`config.mk`:
```
export PLATFORM = sky130hd
export DESIGN_NAME = decoder_scan
export DESIGN_NICKNAME = d
export VERILOG_FILES = /design/src/rtl/decoder_scan.sv
export SDC_FILE = /design/constraint.sdc
export NUM_CORES = 1
export LEC_CHECK = 0
export BUFFER_PORTS_ARGS = -buffer_cell sky130_fd_sc_hd__buf_4
export CAP_MARGIN = 5
export CORE_AREA = 3 3 66 68
export DETAILED_ROUTE_END_ITERATION = 8
export DIE_AREA = 0 0 69 71
export PLACE_DENSITY = 0.65
export SLEW_MARGIN = 10
export SYNTH_ARGS = -nofsm -noshare
export SYNTH_HDL_FRONTEND = slang
export SYNTH_SLANG_ARGS = --single-unit
```
`constraint.sdc`:
```
create_clock -name sys_clk -period 3.79 [get_ports sys_clk]
set_input_delay 0.379 -clock sys_clk [delete_from_list [all_inputs] [get_ports sys_clk]]
set_output_delay 0.379 -clock sys_clk [all_outputs]
set_load 0.05 [all_outputs]
```
`src/rtl/decoder_scan.sv`:
```
// decoder_scan: registered address decoder with an auto-scan mode.
//
// Direct mode (en=1, mode=0) drives the line selected by add. Scan mode
// (en=1, mode=1) walks through every output line. Each line stays selected
// for dwell+1 cycles. en=0 forces all lines inactive and clears scan progress.
//
// Parameters
//   ADDR_W  : address width (1..6); output width is 2**ADDR_W
//   DWELL_W : width of the dwell input and of the dwell counter
//   ACT_LOW : 1 = selected line driven 0, others 1; 0 = inverted polarity
//
// Ports
//   sys_clk   : single clock, all state updates on its rising edge
//   sys_rst_n : synchronous active-low reset
//   en        : block enable
//   mode      : 0 = direct decode of add, 1 = auto-scan
//   add       : line to select in direct mode
//   dwell     : scan mode hold time, in cycles minus one
//   dout      : registered decoded output
//   cur_idx   : registered index of the selected line, 0 when idle
//   wrap      : registered pulse when the scan returns to line 0
module decoder_scan #(
    parameter int ADDR_W  = 3,
    parameter int DWELL_W = 16,
    parameter int ACT_LOW = 1
) (
    input  logic                   sys_clk,
    input  logic                   sys_rst_n,
    input  logic                   en,
    input  logic                   mode,
    input  logic [ADDR_W-1:0]      add,
    input  logic [DWELL_W-1:0]     dwell,
    output logic [2**ADDR_W-1:0]   dout,
    output logic [ADDR_W-1:0]      cur_idx,
    output logic                   wrap
);

    localparam int OUT_W = 2 ** ADDR_W;
    localparam logic [OUT_W-1:0] INACTIVE = (ACT_LOW != 0) ? '1 : '0;

    logic [OUT_W-1:0]   dout_q,     dout_d;
    logic [ADDR_W-1:0]  cur_idx_q,  cur_idx_d;
    logic               wrap_q,     wrap_d;
    logic [ADDR_W-1:0]  scan_idx_q, scan_idx_d;
    logic [DWELL_W-1:0] cnt_q,      cnt_d;
    // Set on the advance from the last line, so that wrap rises together
    // with line 0 appearing on dout one cycle later.
    logic               wrap_arm_q, wrap_arm_d;

    function automatic logic [OUT_W-1:0] line_pattern(input logic [ADDR_W-1:0] idx);
        logic [OUT_W-1:0] onehot;
        onehot      = '0;
        onehot[idx] = 1'b1;
        return (ACT_LOW != 0) ? ~onehot : onehot;
    endfunction

    always_comb begin
        dout_d     = INACTIVE;
        cur_idx_d  = '0;
        wrap_d     = 1'b0;
        scan_idx_d = '0;
        cnt_d      = '0;
        wrap_arm_d = 1'b0;
        if (en) begin
            if (!mode) begin
                dout_d    = line_pattern(add);
                cur_idx_d = add;
            end else begin
                dout_d    = line_pattern(scan_idx_q);
                cur_idx_d = scan_idx_q;
                wrap_d    = wrap_arm_q;
                // >= against the live dwell value: lowering dwell below the
                // current count advances at once instead of wrapping cnt.
                if (cnt_q >= dwell) begin
                    // Index width is exactly ADDR_W, so +1 wraps modulo OUT_W.
                    scan_idx_d = scan_idx_q + ADDR_W'(1);
                    wrap_arm_d = (scan_idx_q == '1);
                end else begin
                    scan_idx_d = scan_idx_q;
                    cnt_d      = cnt_q + DWELL_W'(1);
                end
            end
        end
    end

    always_ff @(posedge sys_clk) begin
        if (!sys_rst_n) begin
            dout_q     <= INACTIVE;
            cur_idx_q  <= '0;
            wrap_q     <= 1'b0;
            scan_idx_q <= '0;
            cnt_q      <= '0;
            wrap_arm_q <= 1'b0;
        end else begin
            dout_q     <= dout_d;
            cur_idx_q  <= cur_idx_d;
            wrap_q     <= wrap_d;
            scan_idx_q <= scan_idx_d;
            cnt_q      <= cnt_d;
            wrap_arm_q <= wrap_arm_d;
        end
    end

    assign dout    = dout_q;
    assign cur_idx = cur_idx_q;
    assign wrap    = wrap_q;

endmodule

```
# After elaboration in Yosys (flattened, before gate mapping)
# Index checks and enable logic that the tools add are counted.
[totals] out_inout_bits=12 inputBits=23 word_cells=31 reg_bits=32
[op_classes] eq_ne=1 addsub=2 muxes=6 n_reduce_logical=6 n_lt_le_gt_ge=5 bitwise=5
[op_table] operator="$add A16 B1 Y16 const B" n=1
[op_table] operator="$ge A16 B16 Y1" n=1
[op_table] operator="$not A8 Y8" n=2
[op_table] operator="$lt A3 B4 Y1 const B" n=2
[op_table] operator="$mux W8" n=1
[op_table] operator="$demux W1 S3" n=2
[op_table] operator="$ge A3 B1 Y1 const B" n=2
[op_table] operator="$reduce_and A4 Y1" n=1
[op_table] operator="$reduce_or A4 Y1" n=1
[op_table] operator="$add A3 B1 Y3 const B" n=1
[op_table] operator="$eq A3 B3 Y1 const B" n=1
[op_table] operator="$mux W3" n=1
[op_table] operator="$not A1 Y1" n=3
[op_table] operator="$reduce_and A3 Y1" n=1
[op_table] operator="$logic_and A1 B1 Y1" n=2
[op_table] operator="$mux W1" n=2
[op_table] operator="$reduce_and A2 Y1" n=1

# Logic depth before layout (Yosys ltp)
[logic_depth] word_depth=6 depth_mapped=8 mapped_depth_nobuf=7

# Worst setup path before layout
# No wires, ideal clock.
[synth_timing] path_kind="input-to-reg" start="in dwell[13]" end="reg cnt_q[5]" setup_time_ns=0.115 path_buffers=1 slack_ns=1.839 arrival_time_ns=1.836 path_stages=8 required_ns=3.675 cell_sequence="inv_1 -> ha_1 -> nand4_1 -> or2_1 -> or4_4 -> nand4_4 -> buf_6 -> nor2_1"
[synth_via] elab_chain_cells=2
[synth_lines] element="start: declaration" line_no="32" rtl="input logic [DWELL_W-1:0] dwell,"
[synth_lines] element="$ge A16 B16 Y1" line_no="74" rtl="if (cnt_q >= dwell) begin"
[synth_lines] element="$reduce_or A4 Y1 (no source line)"
[synth_lines] element="end signal: assignment" line_no="99" rtl="cnt_q <= cnt_d;"
[synth_lines] element="end: declaration" line_no="45" rtl="logic [DWELL_W-1:0] cnt_q, cnt_d;"
# No other way between the ends.
# A chain may end at the register's enable or synchronous reset.

# Worst setup path in the final report
[layout_timing] start="reg cnt_q[13]" end="reg cnt_q[14]"
[layout_via] elab_chain_cells=2 word_cells_on_any_way=3 cone_classes="add/sub: 1; order compare: 1; reduce/logical: 1"
[layout_lines] element="$ge A16 B16 Y1" line_no="74"
[layout_lines] element="$reduce_or A4 Y1 (no source line)"
# Several ways; a longest one is shown, not always the timed one.

==> metrics <==
Final Hold Fails 0; H-tree levels 2; Die Area 4900 µm²; placed insts 270; multiplexer share of the synthesized area 2.39%; met1 Track Usage GR 16.9%; met3 GRT Util 4.83%; CTS Hold Buffers Added 0; outcome finished clean; sequential element share of the synthesized area 38.2%; worst path required time 3950 ps; fmax 500 MHz; Die Wd 69 µm; Synth Area in Adders 14.2%; Mapped Area 1680 µm²; Syn-to-layout area delta 24.2%; DP HPWL 2.57 mm; RePlAce Congestion 0.707; max-cap violations 0; #FFs+latches synth 32; top post-synthesis cells by area dfxtp_1 (38%), ha_1 (14%), nor2_1 (5.6%); Die Y 71 µm; ANT nets after route 0; Std-Cell Rows 23; Worst Path Buf+Inv 0; pwr dens 342 nW/µm²; CTS Buffer Depth 2; io pins 35; Post-Route WL 3.26 mm; GR Util met2 25.8%; Iter 0 DRT Violations 60; unrepaired setup endpoints after global routing no; crit start category flip-flop; Crit path max-delay family simple AND/OR/NAND/NOR gates; DRC 0; LEAKAGE 0.951 nW; setup violators final 0; CP Capture Type flip-flop; most frequent cells in the layout buf_4 (34), dfxtp_1 (32), nor2_1 (25); EDFF count, synth 0; normalized max-slew margin 64.3%; Max VDD drop 0.000177 V; FFs w/ async S/R, synth 0%; crit-path max FO 16; post-synthesis compound-gate area fraction 9.40%; fraction of layout cells with a size suffix above 1 19.7%; first-pass GRT wire length 5.87 mm; drt via density 4.99; cells after synthesis 189; CTS tree yes; xor and xnor area share after synthesis 7.31%; worst skew pair latency 270 ps; vias 1387; CTS sink count 32; CTS Root Cell clkbuf_8; number of global-route vias before repair 1378; min cycle time layout 2000 ps; fin cells 278; crit-path max cell delay 460 ps; Top FF cell, synth dfxtp_1; Clock Pin Slew Worst Setup and Hold Paths 60 ps; GRT Total Usage 14.8%; Simple-Gate Fraction of Synth Area 23.4%; Slew Limit Fails 0; Critical Path Source cnt_q[13]; Initial Utilization 42.9%; part of the cycle the worst path needs 52.8%; Worst-Margin Slew 531 ps; largest net degree at the start of global routing 17; cts repair resizes 0; Top Usage Layer GRT met2; grt total ovfl 0; min-delay src en; TNS Setup 0 ps; DR WL/cell 11.7 µm; Worst R2R Start cnt_q[13]; min-delay worst type in2reg; antenna violations before repair 0; nets@finish 269; PortBufs 34; syn avg cell area 8.88 µm²; post-synth cell types 35; Setup Skew 1.57 ps; # Post-CTS Setup Buffers 0; Ys Warns 0; core area 3910 µm²; syn nets 231; largest family of logic cells by synthesized area simple AND/OR/NAND/NOR gates; commonest non-fill, non-tap cell in the layout buf_4; Yosys top cell by area dfxtp_1; type of the worst setup path reg2reg; Arr. time, crit path 2160 ps; worst path cell trace ha_1 -> nand4_1 -> or2_1 -> or4_4 -> nand4_4 -> nor2_1; post-synth top area share 38.2%; antenna cells 0; TritonCTS Buffers 5; slowest cell on the critical path or4_4; number of detailed-route iterations in the first pass 4
-- where the power goes --
group,internal [mW],switching [mW],total [mW]
registers,0.339,0.00116,0.340
logic,0.0285,0.0306,0.0591
clock network,0.195,0.118,0.313
total,0.562,0.150,0.712
-- cell families after synthesis --
kind of cell / count (synthesis)
xor+xnor: 14
compound gates: 22
buf+inv: 21
simple gates: 77
flops: 32
fa+ha+maj: 19
mux: 4
-- final timing paths --
kind	end	slack, ps	cells past startpoint
max	cnt_q[14]	1790	6
min	dout[7]	310	2
max reg2reg	cnt_q[14]	1790	6
min reg2reg	wrap	440	1
-- synth_stat cells, types with 2 or more instances --
cell type	n
a32oi_1	3
o21a_1	2
nor2b_1	5
and3_1	6
xor2_1	8
nand3_1	8
a21o_1	2
a21oi_1	5
inv_1	18
xnor2_1	6
nand2_1	14
mux2i_1	4
nor2_1	25
nand4_1	5
dfxtp_1	32
o21ai_0	2
clkbuf_1	2
a22oi_1	3
nor3_1	5
ha_1	19
-- state kept, by name, summed over array words and instances, names as in the netlist --
register	flops
cnt_q	16
dout	8
cur_idx	3
scan_idx_q	3
wrap	1
wrap_arm_q	1
-- stage by stage --
stage | util [%] | area (µm²) | hold slack [ps] | power, mW | worst slack, ps
global placement | 50.5 | 1980 | 417 | 0.407 | 1660
floorplan | - | 1680 | 406 | 0.380 | 1840
detailed placement | 50.5 | 1980 | 421 | 0.407 | 1640
CTS | 53.3 | 2080 | 308 | 0.723 | 1770
finish | 53.3 | 2080 | 310 | 0.712 | 1790
global route | 53.3 | 2080 | 312 | 0.744 | 1610
-- per-layer routing --
metal  part of all wire [%]  wire, µm
met4                   0.71        23
met2                     50      1620
met1                     44      1430
met5                      0         0
met3                    5.6       181
-- layout make-up --
| class | count | area (µm²) |
|---|---|---|
| clock buffers | 6 | 72.6 |
| clock inverters | 2 | 35.0 |
| repair buffers | 34 | 255 |
| well taps | 50 | 62.6 |
| flip-flops and latches | 32 | 641 |
| multi-input cells | 136 | 951 |
| fillers | 400 | 1830 |
| inverters | 18 | 67.6 |
(Power assumes the default switching activity.)
